[src/rtl/multicycle_sequencer_pkg.sv]
// Shared state encodings and RV32I major-opcode constants for the multi-cycle
// control path.
package multicycle_sequencer_pkg;

  typedef enum logic [2:0] {
    CTRL_STATE_IDLE   = 3'd0,
    CTRL_STATE_FETCH  = 3'd1,
    CTRL_STATE_DECODE = 3'd2,
    CTRL_STATE_EXEC   = 3'd3,
    CTRL_STATE_MEM    = 3'd4,
    CTRL_STATE_WB     = 3'd5,
    CTRL_STATE_HALT   = 3'd6
  } ctrl_state_e;

  localparam logic [6:0] OPCODE_OP     = 7'b0110011;
  localparam logic [6:0] OPCODE_OP_IMM = 7'b0010011;
  localparam logic [6:0] OPCODE_LOAD   = 7'b0000011;
  localparam logic [6:0] OPCODE_STORE  = 7'b0100011;
  localparam logic [6:0] OPCODE_BRANCH = 7'b1100011;
  localparam logic [6:0] OPCODE_JAL    = 7'b1101111;
  localparam logic [6:0] OPCODE_JALR   = 7'b1100111;
  localparam logic [6:0] OPCODE_LUI    = 7'b0110111;
  localparam logic [6:0] OPCODE_AUIPC  = 7'b0010111;
  localparam logic [6:0] OPCODE_SYSTEM = 7'b1110011;

  function automatic logic is_exec_opcode(input logic [6:0] op);
    case (op)
      OPCODE_OP, OPCODE_OP_IMM, OPCODE_LOAD, OPCODE_STORE, OPCODE_BRANCH,
      OPCODE_JAL, OPCODE_JALR, OPCODE_LUI, OPCODE_AUIPC: return 1'b1;
      default: return 1'b0;
    endcase
  endfunction

endpackage

[src/rtl/multicycle_sequencer_if.sv]
// Instruction- and data-memory handshake bundle between the sequencer (master)
// and the memory side (slave).
interface multicycle_sequencer_if;
  logic imem_req;
  logic imem_ready;
  logic ir_wren;
  logic dmem_req;
  logic dmem_ready;
  logic ram_wren;

  modport master (
    output imem_req, ir_wren, dmem_req, ram_wren,
    input  imem_ready, dmem_ready
  );

  modport slave (
    input  imem_req, ir_wren, dmem_req, ram_wren,
    output imem_ready, dmem_ready
  );
endinterface

[src/rtl/multicycle_sequencer_mem_wait_timer.sv]
// Wait-state counter shared by FETCH and MEM; flags the cycle in which a request
// has gone MEM_TIMEOUT cycles without ready.
module multicycle_sequencer_mem_wait_timer #(
  parameter int unsigned MEM_TIMEOUT = 255
) (
  input  logic clk,
  input  logic rstn,
  input  logic clear,
  input  logic en,
  input  logic ready,
  output logic expired
);
  localparam int unsigned CW = $clog2(MEM_TIMEOUT + 1);
  localparam logic [CW-1:0] LIMIT_M1 = CW'(MEM_TIMEOUT - 1);

  logic [CW-1:0] cnt_q, cnt_d;

  always_comb begin
    cnt_d = cnt_q;
    if (clear) begin
      cnt_d = '0;
    end else if (en && !ready) begin
      cnt_d = cnt_q + CW'(1);
    end
  end

  // Ready arriving in the limit cycle masks expiry.
  assign expired = en && !ready && (cnt_q == LIMIT_M1);

  always_ff @(posedge clk) begin
    if (!rstn) begin
      cnt_q <= '0;
    end else begin
      cnt_q <= cnt_d;
    end
  end
endmodule

[src/rtl/multicycle_sequencer.sv]
// Multi-cycle FETCH/DECODE/EXEC/MEM/WB control FSM for the RV32I core; turns
// decoder write-enable levels into single-cycle strobes and halts on faults.
module multicycle_sequencer
  import multicycle_sequencer_pkg::*;
#(
  parameter int unsigned MEM_TIMEOUT = 255,
  parameter int unsigned CNT_W       = 32
) (
  input  logic                  clk,
  input  logic                  rstn,
  input  logic [6:0]            opcode,
  input  logic                  dec_reg_wren,
  input  logic                  dec_ram_wren,
  input  logic                  dec_reg_wdata_src,
  multicycle_sequencer_if.master bus,
  output logic                  reg_wren,
  output logic                  pc_wren,
  output logic                  halted,
  output logic                  illegal,
  output logic                  bus_error,
  output logic [CNT_W-1:0]      retire_count,
  output logic [2:0]            state
);
  ctrl_state_e      state_q, state_d;
  logic             illegal_q, illegal_d;
  logic             bus_error_q, bus_error_d;
  logic [CNT_W-1:0] retire_q, retire_d;
  logic             timer_en, timer_ready, timer_expired;

  multicycle_sequencer_mem_wait_timer #(
    .MEM_TIMEOUT(MEM_TIMEOUT)
  ) u_timer (
    .clk     (clk),
    .rstn    (rstn),
    .clear   (state_d != state_q),
    .en      (timer_en),
    .ready   (timer_ready),
    .expired (timer_expired)
  );

  always_comb begin
    state_d       = state_q;
    illegal_d     = illegal_q;
    bus_error_d   = bus_error_q;
    retire_d      = retire_q;
    timer_en      = 1'b0;
    timer_ready   = 1'b0;
    bus.imem_req  = 1'b0;
    bus.ir_wren   = 1'b0;
    bus.dmem_req  = 1'b0;
    bus.ram_wren  = 1'b0;
    reg_wren      = 1'b0;
    pc_wren       = 1'b0;
    case (state_q)
      CTRL_STATE_IDLE: state_d = CTRL_STATE_FETCH;
      CTRL_STATE_FETCH: begin
        bus.imem_req = 1'b1;
        timer_en     = 1'b1;
        timer_ready  = bus.imem_ready;
        if (bus.imem_ready) begin
          bus.ir_wren = 1'b1;
          state_d     = CTRL_STATE_DECODE;
        end else if (timer_expired) begin
          bus_error_d = 1'b1;
          state_d     = CTRL_STATE_HALT;
        end
      end
      CTRL_STATE_DECODE: begin
        if (is_exec_opcode(opcode)) begin
          state_d = CTRL_STATE_EXEC;
        end else begin
          illegal_d = (opcode != OPCODE_SYSTEM);
          state_d   = CTRL_STATE_HALT;
        end
      end
      CTRL_STATE_EXEC:
        state_d = (dec_reg_wdata_src || dec_ram_wren) ? CTRL_STATE_MEM : CTRL_STATE_WB;
      CTRL_STATE_MEM: begin
        bus.dmem_req = 1'b1;
        bus.ram_wren = dec_ram_wren;
        timer_en     = 1'b1;
        timer_ready  = bus.dmem_ready;
        if (bus.dmem_ready) begin
          state_d = CTRL_STATE_WB;
        end else if (timer_expired) begin
          bus_error_d = 1'b1;
          state_d     = CTRL_STATE_HALT;
        end
      end
      CTRL_STATE_WB: begin
        reg_wren = dec_reg_wren;
        pc_wren  = 1'b1;
        retire_d = retire_q + CNT_W'(1);
        state_d  = CTRL_STATE_FETCH;
      end
      CTRL_STATE_HALT: state_d = CTRL_STATE_HALT;
      default:         state_d = CTRL_STATE_HALT;
    endcase
  end

  always_ff @(posedge clk) begin
    if (!rstn) begin
      state_q     <= CTRL_STATE_IDLE;
      illegal_q   <= 1'b0;
      bus_error_q <= 1'b0;
      retire_q    <= '0;
    end else begin
      state_q     <= state_d;
      illegal_q   <= illegal_d;
      bus_error_q <= bus_error_d;
      retire_q    <= retire_d;
    end
  end

  assign halted       = (state_q == CTRL_STATE_HALT);
  assign illegal      = illegal_q;
  assign bus_error    = bus_error_q;
  assign retire_count = retire_q;
  assign state        = state_q;
endmodule
[src/flat_wrapper.sv]
// flat-port wrapper written by rule: the top's interface ports become plain ports
module multicycle_sequencer_flat import multicycle_sequencer_pkg::*;
#(
  parameter int unsigned MEM_TIMEOUT = 255,
  parameter int unsigned CNT_W       = 32
)
  (clk, rstn, opcode, dec_reg_wren, dec_ram_wren, dec_reg_wdata_src, reg_wren, pc_wren, halted, illegal, bus_error, retire_count, state, bus_imem_req, bus_ir_wren, bus_dmem_req, bus_ram_wren, bus_imem_ready, bus_dmem_ready);
  multicycle_sequencer_if bus_i ();
  input  logic clk;
  input  logic rstn;
  input  logic [6:0] opcode;
  input  logic dec_reg_wren;
  input  logic dec_ram_wren;
  input  logic dec_reg_wdata_src;
  output logic reg_wren;
  output logic pc_wren;
  output logic halted;
  output logic illegal;
  output logic bus_error;
  output logic [CNT_W-1:0] retire_count;
  output logic [2:0] state;
  output wire logic [$bits(bus_i.imem_req)-1:0] bus_imem_req;
  output wire logic [$bits(bus_i.ir_wren)-1:0] bus_ir_wren;
  output wire logic [$bits(bus_i.dmem_req)-1:0] bus_dmem_req;
  output wire logic [$bits(bus_i.ram_wren)-1:0] bus_ram_wren;
  input wire logic [$bits(bus_i.imem_ready)-1:0] bus_imem_ready;
  input wire logic [$bits(bus_i.dmem_ready)-1:0] bus_dmem_ready;
  assign bus_imem_req = bus_i.imem_req;
  assign bus_ir_wren = bus_i.ir_wren;
  assign bus_dmem_req = bus_i.dmem_req;
  assign bus_ram_wren = bus_i.ram_wren;
  assign bus_i.imem_ready = bus_imem_ready;
  assign bus_i.dmem_ready = bus_dmem_ready;
  multicycle_sequencer #(.MEM_TIMEOUT(MEM_TIMEOUT), .CNT_W(CNT_W)) u_core (.clk(clk), .rstn(rstn), .opcode(opcode), .dec_reg_wren(dec_reg_wren), .dec_ram_wren(dec_ram_wren), .dec_reg_wdata_src(dec_reg_wdata_src), .bus(bus_i), .reg_wren(reg_wren), .pc_wren(pc_wren), .halted(halted), .illegal(illegal), .bus_error(bus_error), .retire_count(retire_count), .state(state));
endmodule
[config.mk]
export PLATFORM = sky130hd
export DESIGN_NAME = multicycle_sequencer_flat
export DESIGN_NICKNAME = d
export VERILOG_FILES = /design/src/rtl/multicycle_sequencer_pkg.sv /design/src/rtl/multicycle_sequencer_if.sv /design/src/rtl/multicycle_sequencer_mem_wait_timer.sv /design/src/rtl/multicycle_sequencer.sv /design/src/flat_wrapper.sv
export SDC_FILE = /design/constraint.sdc
export NUM_CORES = 1
export LEC_CHECK = 0
export ABC_AREA = 1
export CORE_ASPECT_RATIO = 1.4
export CORE_MARGIN = 2
export CORE_UTILIZATION = 55
export CTS_CLUSTER_SIZE = 12
export DETAILED_ROUTE_END_ITERATION = 6
export GPL_TIMING_DRIVEN = 0
export PLACE_DENSITY = 0.86
export SYNTH_ARGS = -nofsm -noshare
export SYNTH_HDL_FRONTEND = slang
export SYNTH_SLANG_ARGS = --single-unit
export TNS_END_PERCENT = 30
[constraint.sdc]
create_clock -name clk -period 2.4 [get_ports clk]
set_clock_uncertainty 0.15 [all_clocks]
set_input_delay 0.48 -clock clk [delete_from_list [all_inputs] [get_ports clk]]
set_output_delay 0.48 -clock clk [all_outputs]
set_load 0.02 [all_outputs]
-- Yosys cells after proc, flatten, opt, wreduce, memory -nomap -nowiden
Cells that the tools add are included.
- input bits: 14
- logic and storage cells: 62
- register bits after elaboration: 45
- output and inout bits: 44
- add/sub/neg operators: 2
- equality and inequality tests: 20
- bitwise logic cells: 2
- reductions and logical operators: 12
- muxes and demuxes: 21
- operators with widths (cell ; number):
    32-bit by 1-bit adder with 32-bit output, second input constant ; 1
    7-bit by 6-bit equality test with 1-bit output, second input constant ; 3
    7-bit equality test, second input constant ; 3
    3-bit case mux with 5 select lines ; 1
    7-bit by 5-bit equality test with 1-bit output, second input constant ; 2
    1-bit two-way mux ; 14
    3-bit two-way mux ; 4
    3-bit equality test, second input constant ; 3
    9-bit OR reduction ; 1
    8-bit by 1-bit adder with 8-bit output, second input constant ; 1
    8-bit equality test, second input constant ; 1
    7-bit by 2-bit equality test with 1-bit output, second input constant ; 1
    7-bit inequality test, second input constant ; 1
    3-bit by 2-bit equality test with 1-bit output, second input constant ; 2
    2-bit OR reduction ; 3
    2-bit inequality test, second input constant ; 2
    1-bit case mux with 2 select lines ; 2
    3-bit by 1-bit equality test with 1-bit output, second input constant ; 1
    3-bit zero test ; 1
    3-bit inequality test ; 1
    3-bit AND reduction ; 1
    1-bit logical AND ; 2
    1-bit NOT ; 2
    2-bit AND reduction ; 1
    other kinds (3) ; 3

-- Longest topological paths before layout
Gate-level depths: netlist of run 1.
- depth in word-level cells: 10
- mapped depth: 12
- gate-level depth less buffers: 12

-- By module
From an unflattened synthesis of run 1, not the netlist that was laid out.
- cells, all modules: 429
- area total of the unflattened synthesis: 2676.3 µm²
- modules (own cells, without submodules) (module ; cells each ; area an instance (µm²) ; sequential area each (µm²) ; times used):
    multicycle_sequencer ; 366 ; 2232.1 ; 740.7 ; 1
    multicycle_sequencer_mem_wait_timer ; 63 ; 444.2 ; 160.2 ; 1

-- Least setup slack after synthesis of run 1
No wires, ideal clock.
- kind: reg-to-output
- from: reg u_core.state_q[0] (netlist: u_core.state[0])
- to: out reg_wren
- cell stages (with the launch flop): 4
- arrival: 1332 ps
- required time: 1770 ps
- setup slack: 438 ps
- path buffers: 1
- cell sequence: dfxtp_1 nand3_4 buf_1 nor2_1
- cells in the longest elaborated chain, start to end: 2
- ends and longest elaborated chain (what ; RTL line ; source):
    start, declared ; multicycle_sequencer.sv:24 ; ctrl_state_e state_q, state_d;
    start signal, assigned ; multicycle_sequencer.sv:108 ; state_q <= state_d;
    3-bit equality test ; multicycle_sequencer.sv:54 ; case (state_q)
    1-bit two-way mux ; multicycle_sequencer.sv:54 ;
    end, declared ; flat_wrapper.sv:15 ; output logic reg_wren;
Every way passes these cells.

-- Worst setup path in the final report of run 1
- from: reg u_core.state_q[1] (netlist: u_core.state[1])
- to: out reg_wren
The elaborated chain is that of the path after synthesis.

==> results of run 1 <==
==> routing by layer <==
metal  track usage, %  up-vias
li1                 -     1414
met1             26.5     1285
met2             52.1       71
met3             3.38       17
met4             10.5        0
met5                0        -
==> registers in the layout (all words and copies together) (netlist names) <==
| register | cells |
|---|---|
| u_core.bus_error | 1 |
| u_core.illegal | 1 |
| u_core.retire_count | 32 |
| u_core.state | 3 |
| u_core.u_timer.cnt_q | 8 |
==> layout make-up <==
| class | count | share of cell area, % |
|---|---|---|
| multi-input combinational | 295 | 43.9 |
| sequential | 45 | 26.5 |
| timing repair buffer | 57 | 16.9 |
| inverter | 61 | 6.83 |
| clock buffer | 7 | 2.81 |
| tap | 62 | 2.27 |
| buffer | 5 | 0.694 |
| clock inverter | 1 | 0.146 |
==> worst max-delay path, stage by stage, from the launching register on <==
cell and delay (ns):
dfxtp_1 0.31, buf_2 0.18, inv_2 0.08, nand3_4 0.13
clkbuf_4 0.23, nor2_1 0.10, clkdlybuf4s15_1 0.31
==> synth_stat cells <==
library cell / count
a211oi_1: 2
a21boi_0: 1
a21oi_1: 22
and3_1: 1
buf_1: 1
buf_2: 1
clkbuf_1: 3
clkinv_1: 1
dfxtp_1: 45
ha_1: 3
inv_1: 55
inv_2: 4
inv_6: 1
nand2_1: 103
nand2_2: 4
nand2_4: 1
nand3_1: 23
nand3_2: 3
nand3_4: 2
nand3b_1: 5
nand4_1: 7
nor2_1: 55
nor2_4: 6
nor3_1: 22
nor3_2: 2
nor3b_1: 1
nor4_1: 1
o21ai_0: 11
o21ai_1: 2
o21bai_1: 2
xnor2_1: 4
xor2_1: 12
==> cell families after synthesis <==
| group | share of synthesized area [%] |
|---|---|
| xor gates and xnor gates | 5.28 |
| AOI/OAI and AO/OA | 8.01 |
| and+or+nand+nor | 41.8 |
| buffers and inverters | 9.57 |
| adders and majority gates | 1.41 |
| DFF | 33.9 |
==> stage by stage <==
step	worst slack (ns)	hold WS, ns	total power [mW]	instance area, um2
2_1_floorplan	0.438	0.379	1.32	2650
3_3_place_gp	0.0315	0.314	1.55	3300
3_5_place_dp	-0.0101	0.321	1.57	3300
4_1_cts	-0.00267	0.340	2.09	3410
5_1_grt	0.0117	0.380	2.20	3420
6_report	0.124	0.335	2.08	3420
==> worst min-delay path by stage <==
stage	from	endpoint	slack, ns	cells after the start
5_1_grt	u_core.bus_error$_SDFFE_PN0P_	u_core.bus_error$_SDFFE_PN0P_	0.38	2
2_1_floorplan	u_core.u_timer.cnt_q[5]$_SDFFE_PP0P_	u_core.u_timer.cnt_q[5]$_SDFFE_PP0P_	0.38	3
3_3_place_gp	u_core.bus_error$_SDFFE_PN0P_	u_core.bus_error$_SDFFE_PN0P_	0.31	2
3_5_place_dp	u_core.bus_error$_SDFFE_PN0P_	u_core.bus_error$_SDFFE_PN0P_	0.32	2
4_1_cts	u_core.bus_error$_SDFFE_PN0P_	u_core.bus_error$_SDFFE_PN0P_	0.34	2
6_report	u_core.bus_error$_SDFFE_PN0P_	u_core.bus_error$_SDFFE_PN0P_	0.34	2
==> power groups by stage <==
stage | sequential (mW) | combinational, mW | clock (mW)
6_report | 0.839 | 0.726 | 0.518
3_3_place_gp | 0.847 | 0.703 | 0
4_1_cts | 0.835 | 0.725 | 0.526
2_1_floorplan | 0.880 | 0.443 | 0
5_1_grt | 0.847 | 0.791 | 0.559
3_5_place_dp | 0.849 | 0.723 | 0
==> what timing repair did <==
action,in CTS,in global routing
buffers inserted,0,0
endpoints found under the setup margin,5,6
endpoints found under the hold margin,0,0
resized for setup,5,8
==> summary.txt, run 1 <==
STA
  • Worst-Margin Slew: 0.567 ns
  • Final setup vio count: 0
  • Slew Viols, Final: 0
  • Final min period: 2.28 ns
  • Fmax: 0.439 GHz
  • Setup tns final: 0 ns
  • Period utilization: 94.9%
  • RSZ-0062 raised after global routing: false
  • Hold Fails Final Rpt: 0
  • Worst slew margin: ~62%

Synthesis
  • Synthesized area: roughly 2700 um2
  • Number of synthesis warnings: 0
  • Synth cell types: 32
  • Syn avg cell area: approximately 6.5 um2
  • Sequential cell area fraction in the yosys report: 33.9%
  • Area share of the largest cell type after synthesis: 33.9%
  • Syn_nets: around 420
  • Area leader, netlist: dfxtp_1
  • Top cells by area, synth: dfxtp_1 34%, nand2_1 15%, inv_1 7.8%
  • Synth Instances: 406
  • Synth Register Bits: between 40 and 50

Power
  • Leakage: 1.36 nW
  • Combinational Power Share: a little over a third
  • Switching power total: 0.777 mW
  • Clock share of power: 24.9%
  • Worst vdd ir: 0.461 mV
  • Sw Ratio: 37.3%
  • Int Pwr: 1.31 mW
  • Pwr per Cell Area: roughly 600 nW/um2
  • Sequential Power Share: 40.3%

CTS
  • CTS root buf: clkbuf_8
  • Clock-pin slew on the worst setup and hold paths: 0.08 ns
  • Clk buf depth: 2
  • TritonCTS Buffers: 5
  • CTS tree: built
  • CTS Sinks: 45
  • Clk_lat worst skew: 0.30 ns
  • CTS Hold Buffers Added: 0
  • Max H-tree Level: 2

Finish
  • Final #Nets: 487
  • Area of the multi-input gates: 1500 um2
  • Leading cell types in the layout, fill and taps excluded: 103 x nand2_1, 55 x inv_1, 54 x nor2_1
  • Fill cells: 403
  • Utilization after layout: 74.9%
  • Layout area overhead: 29.0%
  • Layout cells sized above 1: 7.64%
  • Ant. Diodes: 0
  • Reg area: a little over 900 um2
  • Most common cell after layout, fill and taps aside: nand2_1
  • Post-route insts no fill: 533

Critical path
  • Setup crit start kind: flip-flop
  • Reg-to-Reg End: u_core.retire_count[22]$_SDFFE_PN0P_
  • RR Startpoint: u_core.retire_count[6]$_SDFFE_PN0P_
  • Critical Path Source: u_core.state[1]$_SDFF_PN0_
  • Req. time, crit path: 1.77 ns
  • Crit Path Category: flip-flop to output pin
  • Maximum fanout along the worst path: 10
  • Worst setup path end: reg_wren
  • Arrival @ worst endpoint: between 1.5 and 2 ns
  • Worst r2r path cells: 9
  • CP endpoint kind: output pin
  • R2R Setup Slk: ~0.37 ns

Worst hold path
  • Hold WC Path Type: flip-flop to flip-flop

Placement
  • Hpwl dp: 5.10 mm
  • Inst Count DP: roughly 530
  • Number of I/O port buffers: 57
  • GPL Wtd Cong: 0.863

Global routing
  • GRT overflow: 0
  • Largest net degree at the start of global routing: 14
  • Vias in the first global route: 2649
  • All-Layer GR Usage: 25.9%
  • First-pass GRT wire length: 11.3 mm
  • Initial antenna violation count: 0

Detailed routing
  • WL/cell: 12.4 um
  • Total wire length: 6.60 mm
  • M1 wire length: 2.59 mm
  • Drt via density: about 5.2
  • Length of routed met3 wiring: 252 um
  • Metal2 WL: 3.59 mm
  • Via count: approximately 2800
  • Detailed Routing Iterations Pass 1: 5
  • DRT iter0 DRCs: 199
  • Antenna Nets Post-Route: 0
  • Top layer in use: met4
  • DRC: 0

Die
  • IO Count: between 50 and 60
  • Die Area: 5400 um2
  • Rows: 29
  • Core box area: roughly 4600 um2
  • Die Wd: 62.7 um
  • Die Height: around 86 um
  • Initial Utilization: 58.0%

Status
  • Outcome: finished clean

Flow run
  • Max-cap violation count: 0
(Power assumes the default switching activity.)
==> run 2, diff against run 1 <==
--- a/config.mk
+++ b/config.mk
@@ -9,6 +9,7 @@
 export CORE_ASPECT_RATIO = 1.4
 export CORE_MARGIN = 2
 export CORE_UTILIZATION = 55
+export CTS_CLUSTER_DIAMETER = 40
 export CTS_CLUSTER_SIZE = 12
 export DETAILED_ROUTE_END_ITERATION = 6
 export GPL_TIMING_DRIVEN = 0
==> results of run 2 <==
No change in the layout: final DEF, timing and power equal those of run 1.
